$ cat src/rtl/pipe_bpred.sv
// Direct-mapped branch target buffer with per-entry saturating counters,
// an init/flush walker that clears the table, and saturating branch/mispredict statistics.
module pipe_bpred #(
   parameter int unsigned ADDR_W  = 32,
   parameter int unsigned INDEX_W = 4,
   parameter int unsigned CTR_W   = 2,
   parameter int unsigned CNT_W   = 16
) (
   input  logic              clk,
   input  logic              clr,
   input  logic              flush,
   input  logic [ADDR_W-1:0] if_pc,
   output logic              pred_hit,
   output logic              pred_taken,
   output logic [ADDR_W-1:0] pred_target,
   input  logic              upd_valid,
   input  logic              upd_is_branch,
   input  logic [ADDR_W-1:0] upd_pc,
   input  logic              upd_taken,
   input  logic [ADDR_W-1:0] upd_target,
   input  logic              upd_pred_taken,
   input  logic [ADDR_W-1:0] upd_pred_target,
   output logic              mispredict,
   output logic              ready,
   output logic [CNT_W-1:0]  br_cnt,
   output logic [CNT_W-1:0]  mis_cnt
);

   localparam int unsigned DEPTH = 1 << INDEX_W;
   localparam int unsigned TAG_W = ADDR_W - INDEX_W - 2;
   localparam logic [CTR_W-1:0] CTR_WEAK = CTR_W'(1 << (CTR_W - 1));

   typedef enum logic {S_INIT, S_RUN} state_t;

   state_t              r_state, w_state_nxt;
   logic [INDEX_W-1:0]  r_ptr, w_ptr_nxt;

   logic                r_valid [DEPTH];
   logic [TAG_W-1:0]    r_tag   [DEPTH];
   logic [ADDR_W-1:0]   r_tgt   [DEPTH];
   logic [CTR_W-1:0]    r_ctr   [DEPTH];

   logic [CNT_W-1:0]    r_br_cnt, r_mis_cnt;

   logic [INDEX_W-1:0]  w_lidx, w_uidx;
   logic [TAG_W-1:0]    w_ltag, w_utag;
   logic                w_uhit, w_upd_en;
   logic                w_unused;

   assign w_lidx   = if_pc[INDEX_W+1:2];
   assign w_ltag   = if_pc[ADDR_W-1:INDEX_W+2];
   assign w_uidx   = upd_pc[INDEX_W+1:2];
   assign w_utag   = upd_pc[ADDR_W-1:INDEX_W+2];
   assign w_unused = ^{if_pc[1:0], upd_pc[1:0]};

   assign ready    = (r_state == S_RUN);
   assign w_uhit   = r_valid[w_uidx] && (r_tag[w_uidx] == w_utag);
   assign w_upd_en = ready && upd_valid && !clr;

   // Lookup reads only registered state, so a same-cycle update is seen next cycle.
   assign pred_hit    = ready && r_valid[w_lidx] && (r_tag[w_lidx] == w_ltag);
   assign pred_taken  = pred_hit && r_ctr[w_lidx][CTR_W-1];
   assign pred_target = pred_taken ? r_tgt[w_lidx] : if_pc + ADDR_W'(4);

   assign mispredict = upd_valid && upd_is_branch &&
                       ((upd_pred_taken != upd_taken) ||
                        (upd_taken && upd_pred_taken && (upd_pred_target != upd_target)));

   always_ff @(posedge clk) begin
      if (clr) begin
         r_state <= S_INIT;
         r_ptr   <= '0;
      end else begin
         r_state <= w_state_nxt;
         r_ptr   <= w_ptr_nxt;
      end
   end

   always_comb begin
      w_state_nxt = r_state;
      w_ptr_nxt   = r_ptr;
      case (r_state)
         S_INIT: begin
            if (flush) begin
               w_ptr_nxt = '0;
            end else begin
               w_ptr_nxt = r_ptr + INDEX_W'(1);
               if (r_ptr == '1) w_state_nxt = S_RUN;
            end
         end
         S_RUN: begin
            if (flush) begin
               w_state_nxt = S_INIT;
               w_ptr_nxt   = '0;
            end
         end
         default: w_state_nxt = S_INIT;
      endcase
   end

   // Table contents need no reset: the walker clears every entry before ready rises.
   always_ff @(posedge clk) begin
      if (r_state == S_INIT) begin
         r_valid[r_ptr] <= 1'b0;
         r_ctr[r_ptr]   <= '0;
      end else if (w_upd_en) begin
         if (upd_is_branch) begin
            if (w_uhit) begin
               if (upd_taken) begin
                  if (r_ctr[w_uidx] != '1) r_ctr[w_uidx] <= r_ctr[w_uidx] + CTR_W'(1);
                  r_tgt[w_uidx] <= upd_target;
               end else if (r_ctr[w_uidx] != '0) begin
                  r_ctr[w_uidx] <= r_ctr[w_uidx] - CTR_W'(1);
               end
            end else if (upd_taken) begin
               r_valid[w_uidx] <= 1'b1;
               r_tag[w_uidx]   <= w_utag;
               r_tgt[w_uidx]   <= upd_target;
               r_ctr[w_uidx]   <= CTR_WEAK;
            end
         end else if (w_uhit) begin
            r_valid[w_uidx] <= 1'b0;
         end
      end
   end

   always_ff @(posedge clk) begin
      if (clr) begin
         r_br_cnt  <= '0;
         r_mis_cnt <= '0;
      end else if (ready && upd_valid && upd_is_branch) begin
         if (r_br_cnt != '1) r_br_cnt <= r_br_cnt + CNT_W'(1);
         if (mispredict && (r_mis_cnt != '1)) r_mis_cnt <= r_mis_cnt + CNT_W'(1);
      end
   end

   assign br_cnt  = r_br_cnt;
   assign mis_cnt = r_mis_cnt;

endmodule

$ cat config.mk
export PLATFORM = sky130hd
export DESIGN_NAME = pipe_bpred
export DESIGN_NICKNAME = d
export VERILOG_FILES = /design/src/rtl/pipe_bpred.sv
export SDC_FILE = /design/constraint.sdc
export NUM_CORES = 1
export LEC_CHECK = 0
export BUFFER_PORTS_ARGS = -buffer_cell sky130_fd_sc_hd__buf_2
export CAP_MARGIN = 15
export CORE_ASPECT_RATIO = 0.7
export CORE_UTILIZATION = 64
export CTS_BUF_LIST = sky130_fd_sc_hd__clkbuf_4 sky130_fd_sc_hd__clkbuf_8
export CTS_CLUSTER_DIAMETER = 40
export DETAILED_ROUTE_END_ITERATION = 16
export PLACE_DENSITY = 0.82
export SKIP_LAST_GASP = 1
export SYNTH_ARGS = -nofsm -noshare
export SYNTH_HDL_FRONTEND = slang
export SYNTH_SLANG_ARGS = --single-unit
$ cat constraint.sdc
create_clock -name clk -period 8.57 [get_ports clk]
set_clock_uncertainty 0.05 [all_clocks]
set_input_delay 1.714 -clock clk [delete_from_list [all_inputs] [get_ports clk]]
set_output_delay 1.714 -clock clk [all_outputs]
set_load 0.05 [all_outputs]
; After elaboration in Yosys (flattened, before gate mapping)
; Memories as Yosys holds them, arrays and structs flattened.
; Index checks and enable logic that the tools add are counted.
[totals]
regBits = 37
mem_bits_rw = 976
inputBits = 135
word_cells = 96
n_memories = 4
[op_classes]
n_addsub = 6
n_eq_ne = 9
mux = 49
n_bitwise = 5
reduce_logical = 19
[mem_list]
columns = name, depth, width, rd, rd_clocked_by_memory_dff, write_ports, line
row1 = r_tgt, 16, 32, 1, 0, 1, 40  ; logic [ADDR_W-1:0] r_tgt [DEPTH];
row2 = r_tag, 16, 26, 2, 0, 1, 39  ; logic [TAG_W-1:0] r_tag [DEPTH];
row3 = r_ctr, 16, 2, 2, 0, 1, 41  ; logic [CTR_W-1:0] r_ctr [DEPTH];
row4 = r_valid, 16, 1, 2, 0, 1, 38  ; logic r_valid [DEPTH];
[op_table]
columns = cell, count
row1 = 32-bit 2-to-1 mux, 2
row2 = 26-bit == test, 2
row3 = 1-bit 2-to-1 mux, 38
row4 = 16-bit by 1-bit adder with 16-bit output (second input constant), 2
row5 = 32-bit by 3-bit adder with 32-bit output (second input constant), 1
row6 = 16-bit != test (second input constant), 2
row7 = 32-bit != test, 1
row8 = 4-bit 2-to-1 mux, 4
row9 = 1-bit logical AND, 12
row10 = 4-bit case mux with 2 select lines, 1
row11 = 2-bit 2-to-1 mux, 3
row12 = 4-bit by 1-bit adder with 4-bit output (second input constant), 1
row13 = 4-bit == test (second input constant), 1
row14 = 2-bit != test (second input constant), 2
row15 = 1-bit OR, 4
row16 = 2-bit AND reduction, 2
row17 = 2-bit by 1-bit adder with 2-bit output (second input constant), 1
row18 = 1-bit case mux with 2 select lines, 1
row19 = 2-bit nonzero test, 1
row20 = 2-bit OR reduction, 1
row21 = 2-bit by 1-bit subtractor with 2-bit output (second input constant), 1
row22 = 1-bit logical NOT, 1
row23 = 1-bit logical OR, 1
row24 = 1-bit != test, 1
row25 = other kinds (2), 2

; Longest topological paths before layout
; Gate-level depths: netlist of run 1.
; An unclocked memory read counts as a cell.
[logic_depth]
depth_word = 13
ltp_mapped = 15

; Worst setup path before layout of run 1
; No wires, ideal clock.
[synth_timing]
path_type = input-to-output
start = input port if_pc[2]
end = output port pred_target[2]
arrival_ns = 5.740
required_time_ns = 6.806
path_slack_ns = 1.066
path_stages = 12
path_buffers = 4
cell_sequence = buf_2 buf_2 buf_1 mux4_2 mux2i_1 a21oi_1 xor2_1 nor4_1 nand4_1 nor4b_2 buf_2 mux2i_1
[synth_via]
elab_chain_cells = 5
elab_cells_between_ends = 10
cone_classes = add/sub: 1 / eq/ne: 1 / mux: 1 / reduce/logical: 3 / memory: 4
[synth_lines]
columns = item, line
row1 = start: declaration, 12  ; input logic [ADDR_W-1:0] if_pc,
row2 = memory 16 x 26 bit or memory 16 x 1 bit (tied branches), --
row3 = 26-bit == test or 1-bit logical AND (tied branches), 61  ; assign pred_hit = ready && r_valid[w_lidx] && (r_tag[w_lidx] == w_ltag);
row4 = 1-bit logical AND, 61
row5 = 1-bit logical AND *, 62  ; assign pred_taken = pred_hit && r_ctr[w_lidx][CTR_W-1];
row6 = net pred_taken, 14  ; output logic pred_taken,
row7 = 32-bit 2-to-1 mux *, 63  ; assign pred_target = pred_taken ? r_tgt[w_lidx] : if_pc + ADDR_W'(4);
row8 = end: declaration, 15  ; output logic [ADDR_W-1:0] pred_target,
; Mark *: on every way through the listed nets, which the timed path passes. The rest lies on a longest branch.

; Final worst setup path of run 1
[layout_timing]
start = input port if_pc[2]
end = output port pred_target[14]
[layout_via]
elab_chain_cells = 5
elab_cells_between_ends = 10
cone_classes = add/sub: 1 / eq/ne: 1 / mux: 1 / reduce/logical: 3 / memory: 4
[layout_lines]
columns = item, line
row1 = memory 16 x 26 bit or memory 16 x 1 bit (tied branches), --
row2 = 26-bit == test or 1-bit logical AND (tied branches), 61
row3 = 1-bit logical AND, 61
row4 = 1-bit logical AND, 62
row5 = 32-bit 2-to-1 mux *, 63
; Mark *: on every way between the ends. The rest lies on a longest branch, timed or not.

==> results.toml, run 1 <==
[setup_path]
slowest_stage = "mux4_2"
critical_path.most_common_cell = "mux4_2"
required_ns = 6.81
cpPeakStageDelay_ns = 0.53
rr_worst_depth = 9
critPathKind = "primary input to output pin"
reg2reg_from = "r_tag[3][0]"
start_kind = "primary input"
crit_path_end_kind = "output pin"
endpoint = "pred_target[14]"
worst-path-stages = 12
cp_max_fo = 33
crit_buf_inv = 4
worstPathCellList = "buf_8 -> buf_4 -> mux4_2 -> mux4_2 -> xnor2_1 -> nand2_1 -> nor3_1 -> nand4_1 -> nor4b_4 -> buf_12 -> mux2_2 -> buf_2"
crit_start = "if_pc[2]"
path_delay_family = "multiplexers"
timing.rr.end = "r_valid[8]"
ff2ff_setup_slack_ns = 3.55
worstPathArrival_ns = 6.03

[floorplan]
fp-row-count = 80
start_util_pct = 65.3
dieArea_um2 = 71300
die_height_um = 224
die_width_um = 319
boundaryPins = 203
core_um2 = 68800

[power_and_ir_drop]
sw_frac_of_total_pct = 22.8
switching_power_mw = 2.28
power_frac_comb_pct = 7.5
power_density_nw_per_um2 = 199
p_leak_nw = 16.3
ir_worst_vdd_mv = 0.155
intPower_mw = 7.70
pwr-share-clk_pct = 38.2
p_seq_share_pct = 54.3

[sta]
fin_crit_ns = 7.79
slew_viol_final = 0
tightest_slew_ns = 1.16
setup_viol = 0
slew_headroom_pct = 22.6
hold_viol = 0
period_share_pct = 90.9
setup_tns_ns = 0
fmax_mhz = 128
fin_ws_ns = 0.778
rsz0062_at_grt = "no"

[final_layout]
regArea_um2 = 30000
drive_gt1_share_pct = 35.1
fin_area_um2 = 50100
n_fill_cell = 3813
nets = 2744
syn2layout_area_growth_pct = 11.6
multi_input_area_um2 = 14400

[clock_tree]
cts_made_buffers = 147
cts_hold_buf = 0
cts_max_level = 4
max-clock-path-buffers = 3
cts-resized-gates = 0
clkTransAtPathRegs_ns = 0.07
cts_tree = "done"
insertion_delay_ns = 0.84
cts_setup_buffers = 0
root_buffer = "clkbuf_8"
cts.sinks = 1013

[yosys]
synth_top_area_cell = "edfxtp_1"
synth_edf_count = 976
syn-cell-area_um2 = 44900
syn_nets = 2466
synth_ff_type = "edfxtp_1"
synthCells = 2326
yosysSeqAreaShare_pct = 66.9
ys_top_cells_by_count = "976 x edfxtp_1, 374 x mux4_2, 97 x mux2i_1"
async_flop_share_pct = 0
synthDistinctLibCells = 70
yosys_warnings = 0
synth_top_area_share_pct = 65.3
ys_top_cells_by_area = "edfxtp_1 65%, mux4_2 19%, mux2i_1 2.2%"
synth-seq-cells = 1013
syn_avg_cell_area_um2 = 19.3
synth_most_common_cell = "edfxtp_1"

[drt]
drc = 0
drt_iter0_markers = 3732
routed-via-count = 25500
drt-total-wl_mm = 116
drt_first_pass_iters = 6
ant_nets = 0
wire_per_inst_um = 31.9
vias_per_cell = 7.01

[run_status]
status = "finished, final reports clean"

[placement]
io_buffers = 200
placed_area_um2 = 47200
place.gp.congestion = 0.909
post-dp-hpwl_mm = 70.8
dp_slack_ns = 1.01

[global_routing]
overflow = 0
grt_pass1_vias = 25800
antenna_found_initial = 20
grt_max_degree = 83
grt_usage_pct = 33.2
grt_pass1_wl_mm = 169

[run]
maxCapViolations = 0

[worst_hold_path]
holdCritPathClass = "flop to flop"
-- flip-flops by register name (all words and copies together), names as in the netlist --
register / count
r_tag: 416
br_cnt: 16
r_tgt: 512
mis_cnt: 16
r_ctr: 32
ready: 1
r_valid: 16
r_ptr: 4
-- final cells by class --
type | instances | area share, %
diodes | 9 | 0.0449
clock buffers | 196 | 4.81
clock inverters | 69 | 0.943
inverters | 17 | 0.127
multi-input cells | 1158 | 28.7
flip-flops and latches | 1013 | 59.9
well taps | 902 | 2.25
repair buffers | 267 | 3.20
-- layout by cell type, fill, tap and decap left out, drive strengths merged, types with 6 or more instances in the layout --
cell,n
a211oi,16
a21oi,31
a22o,9
a22oi,15
and3,14
and4,6
buf,265
clkbuf,198
clkinv,53
clkinvlp,7
dfxtp,37
diode,9
edfxtp,976
inv,21
mux2,35
mux2i,97
mux4,383
nand2,87
nand2b,13
nand3,36
nand4,23
nor2,82
nor2b,26
nor3,21
nor4,8
o21ai,33
o31ai,15
or3,12
xnor2,89
xor2,48
-- through the flow --
stage                     hold slack (ns)  std cells  power (mW)  utilization, %
final                               0.465       3631        9.98            72.9
after global routing                0.493       3624        10.3            72.9
after CTS                           0.459       3619        10.0            72.8
after detailed placement            0.443       3354        6.26            68.6
after global placement              0.430       3354        6.24            68.6
after floorplan                     0.495       2326        5.99               -
-- power by group through the flow --
stage	Sequential (mW)	Clock [mW]	Combinational, mW
final	5.42	3.82	0.744
after global routing	5.42	4.06	0.780
after CTS	5.42	3.85	0.734
after detailed placement	5.53	0	0.730
after global placement	5.53	0	0.711
after floorplan	5.53	0	0.460
-- metal layers --
layer	track usage [%]	routed length, um	vias up
li1	-	-	10300
met4	10.4	2600	20
met1	45.4	42200	13000
met5	0	113	-
met2	48.6	52900	1908
met3	14.7	18200	243
-- worst min path at each step --
stage	slack, ns	endpoint	depth (start not counted)	start
after global routing	0.49	mis_cnt[9]	2	mis_cnt[9]
after detailed placement	0.44	mis_cnt[9]	2	mis_cnt[9]
after CTS	0.46	mis_cnt[9]	2	mis_cnt[9]
after floorplan	0.50	r_ptr[1]	2	r_ptr[1]
after global placement	0.43	br_cnt[9]	2	br_cnt[9]
final	0.47	mis_cnt[9]	2	mis_cnt[9]
-- tightest hold or removal path, delay by kind of cell (launching register included) --
family         cells  cell delay, ns
flip-flops         1            0.33
AO/OA/AOI/OAI      2            0.14
-- cells by family after synthesis --
group / synth area share [%]
AO/OA/AOI/OAI: 2.42
XOR/XNOR: 2.67
adder cells (fa/ha/maj): 0.139
buffers and inverters: 1.64
flip-flops: 66.9
multiplexers: 22.3
AND/OR/NAND/NOR: 3.91
Power figures use the tool's default switching activity.
==> inputs of run 2 (changes only) <==
--- a/config.mk
+++ b/config.mk
@@ -5,6 +5,7 @@
 export SDC_FILE = /design/constraint.sdc
 export NUM_CORES = 1
 export LEC_CHECK = 0
+export ABC_CLOCK_PERIOD_IN_PS = 8570
 export BUFFER_PORTS_ARGS = -buffer_cell sky130_fd_sc_hd__buf_2
 export CAP_MARGIN = 15
 export CORE_ASPECT_RATIO = 0.7
@@ -12,7 +13,9 @@
 export CTS_BUF_LIST = sky130_fd_sc_hd__clkbuf_4 sky130_fd_sc_hd__clkbuf_8
 export CTS_CLUSTER_DIAMETER = 40
 export DETAILED_ROUTE_END_ITERATION = 16
+export GPL_ROUTABILITY_DRIVEN = 0
 export PLACE_DENSITY = 0.82
+export RECOVER_POWER = 25
 export SKIP_LAST_GASP = 1
 export SYNTH_ARGS = -nofsm -noshare
 export SYNTH_HDL_FRONTEND = slang
==> results.toml, run 2 (same netlist as run 1, synthesis figures left out) <==
[final_layout]
nets = 2738
syn2layout_area_growth_pct = 11.3
final_cell_mix = "976 x edfxtp_1, 374 x mux4_2, 156 x buf_2"
multi_input_area_um2 = 14400
largest_register_ffs = 512
layout_commonest_cell = "edfxtp_1"
drive_gt1_share_pct = 33.3
regArea_um2 = 30000
n_fill_cell = 3849
top_regs = "r_tgt x512, r_tag x416, r_ctr x32"
largest_register = "r_tgt"
fin_cells = 3619
fin_util_pct = 72.7

[sta]
rsz0062_at_grt = "no"
setup_viol = 0
fmax_mhz = 131
tightest_slew_ns = 1.17
fin_ws_ns = 0.941
setup_tns_ns = 0
fin_crit_ns = 7.63
period_share_pct = 89.0
slew_viol_final = 0
hold_viol = 0
slew_headroom_pct = 21.8

[global_routing]
grt_pass1_vias = 26100
grt_usage_pct = 33.3
grt_pass1_wl_mm = 170
antenna_found_initial = 14
overflow = 0
grt_max_degree = 95

[clock_tree]
cts_max_level = 4
cts-resized-gates = 0
cts.sinks = 1013
max-clock-path-buffers = 3
cts_setup_buffers = 0
insertion_delay_ns = 0.82
cts_tree = "done"
root_buffer = "clkbuf_8"
cts_made_buffers = 145
cts_hold_buf = 0
clkTransAtPathRegs_ns = 0.07

[placement]
io_buffers = 200
post-dp-hpwl_mm = 71.0
placed_cells = 3352
dp_slack_ns = 1.04

[power_and_ir_drop]
power_density_nw_per_um2 = 198
ir_worst_vdd_mv = 0.120
p_leak_nw = 16.1

[setup_path]
worstPathArrival_ns = 5.87
required_ns = 6.81
ff2ff_setup_slack_ns = 3.64
cp_max_fo = 50
cpPeakStageDelay_ns = 0.57
slowest_stage = "mux4_2"
crit_path_end_kind = "output pin"
start_kind = "primary input"
critPathKind = "primary input to output pin"
worstPathCellList = "buf_8 -> buf_12 -> mux4_2 -> mux2i_1 -> mux2i_1 -> xnor2_1 -> nand4_1 -> nor4_1 -> nand4_1 -> nor4b_4 -> buf_12 -> mux2_2 -> buf_2"

[floorplan]
boundaryPins = 203
die_height_um = 224
die_width_um = 319
fp-row-count = 80
core_um2 = 68800
dieArea_um2 = 71300
start_util_pct = 65.3

[drt]
vias_per_cell = 7.13
routed-via-count = 25800
wire_per_inst_um = 32.1
drc = 0
drt_iter0_markers = 3619
drt_first_pass_iters = 7
ant_nets = 0
drt-total-wl_mm = 116

[run_status]
status = "finished, final reports clean"

[worst_hold_path]
holdCritPathClass = "flop to flop"

[run]
maxCapViolations = 0
==> run 2: cell count changes in the layout (fill, tap and decap cells not counted) <==
cell / change
buf_12: +3
buf_2: -38
buf_4: -6
bufinv_16: -2
clkbuf_1: +38
clkbuf_4: -5
clkinv_1: +2
clkinv_2: -4
clkinv_4: -1
diode_2: +1
inv_6: -1
inv_8: +1
nor4b_2: -1
nor4b_4: +1
==> run 2: power by group <==
| part | switching [mW] | internal (mW) |
|---|---|---|
| registers | 0.00181 | 5.42 |
| logic | 0.453 | 0.291 |
| clock network | 1.80 | 1.90 |
==> run 2: worst paths after layout <==
| check | start | endpoint | depth (start not counted) |
|---|---|---|---|
| setup / recovery | if_pc[2] | pred_target[14] | 13 |
| hold / removal | mis_cnt[9] | mis_cnt[9] | 2 |
| setup reg to reg | r_tag[3][0] | r_valid[6] | 9 |
| hold reg to reg | mis_cnt[9] | mis_cnt[9] | 2 |
==> run 2: routing by layer <==
| metal | global-route usage [%] | vias up | part of all wire [%] |
|---|---|---|---|
| met5 | 0 | - | 0.065 |
| met4 | 10.6 | 12 | 2.5 |
| met3 | 12.4 | 261 | 15 |
| met2 | 49.2 | 2094 | 45 |
| met1 | 46.7 | 13200 | 37 |
| li1 | - | 10300 | - |
==> run 2: cell type report <==
class                           instances  share of cell area (%)
Antenna cell                           10                  0.0501
Clock buffer                          192                    4.76
Clock inverter                         64                   0.788
Inverter                               17                   0.128
Multi-Input combinational cell       1158                    28.8
Sequential cell                      1013                    60.1
Tap cell                              902                    2.26
Timing Repair Buffer                  263                    3.13
==> run 2: worst max-delay path: cells and delay by family <==
family        cells  cell delay, ns
mux               4            1.50
buf+inv           4            1.30
simple gates      4            1.01
xor+xnor          1            0.20
==> run 2: metrics by stage <==
stage	power, mW	instance area [um^2]	hold slack (ns)
floorplan	5.99	44900	0.495
global placement	6.24	47200	0.430
detailed placement	6.26	47200	0.447
CTS	9.90	50000	0.458
global route	10.1	50000	0.494
finish	9.88	50000	0.463
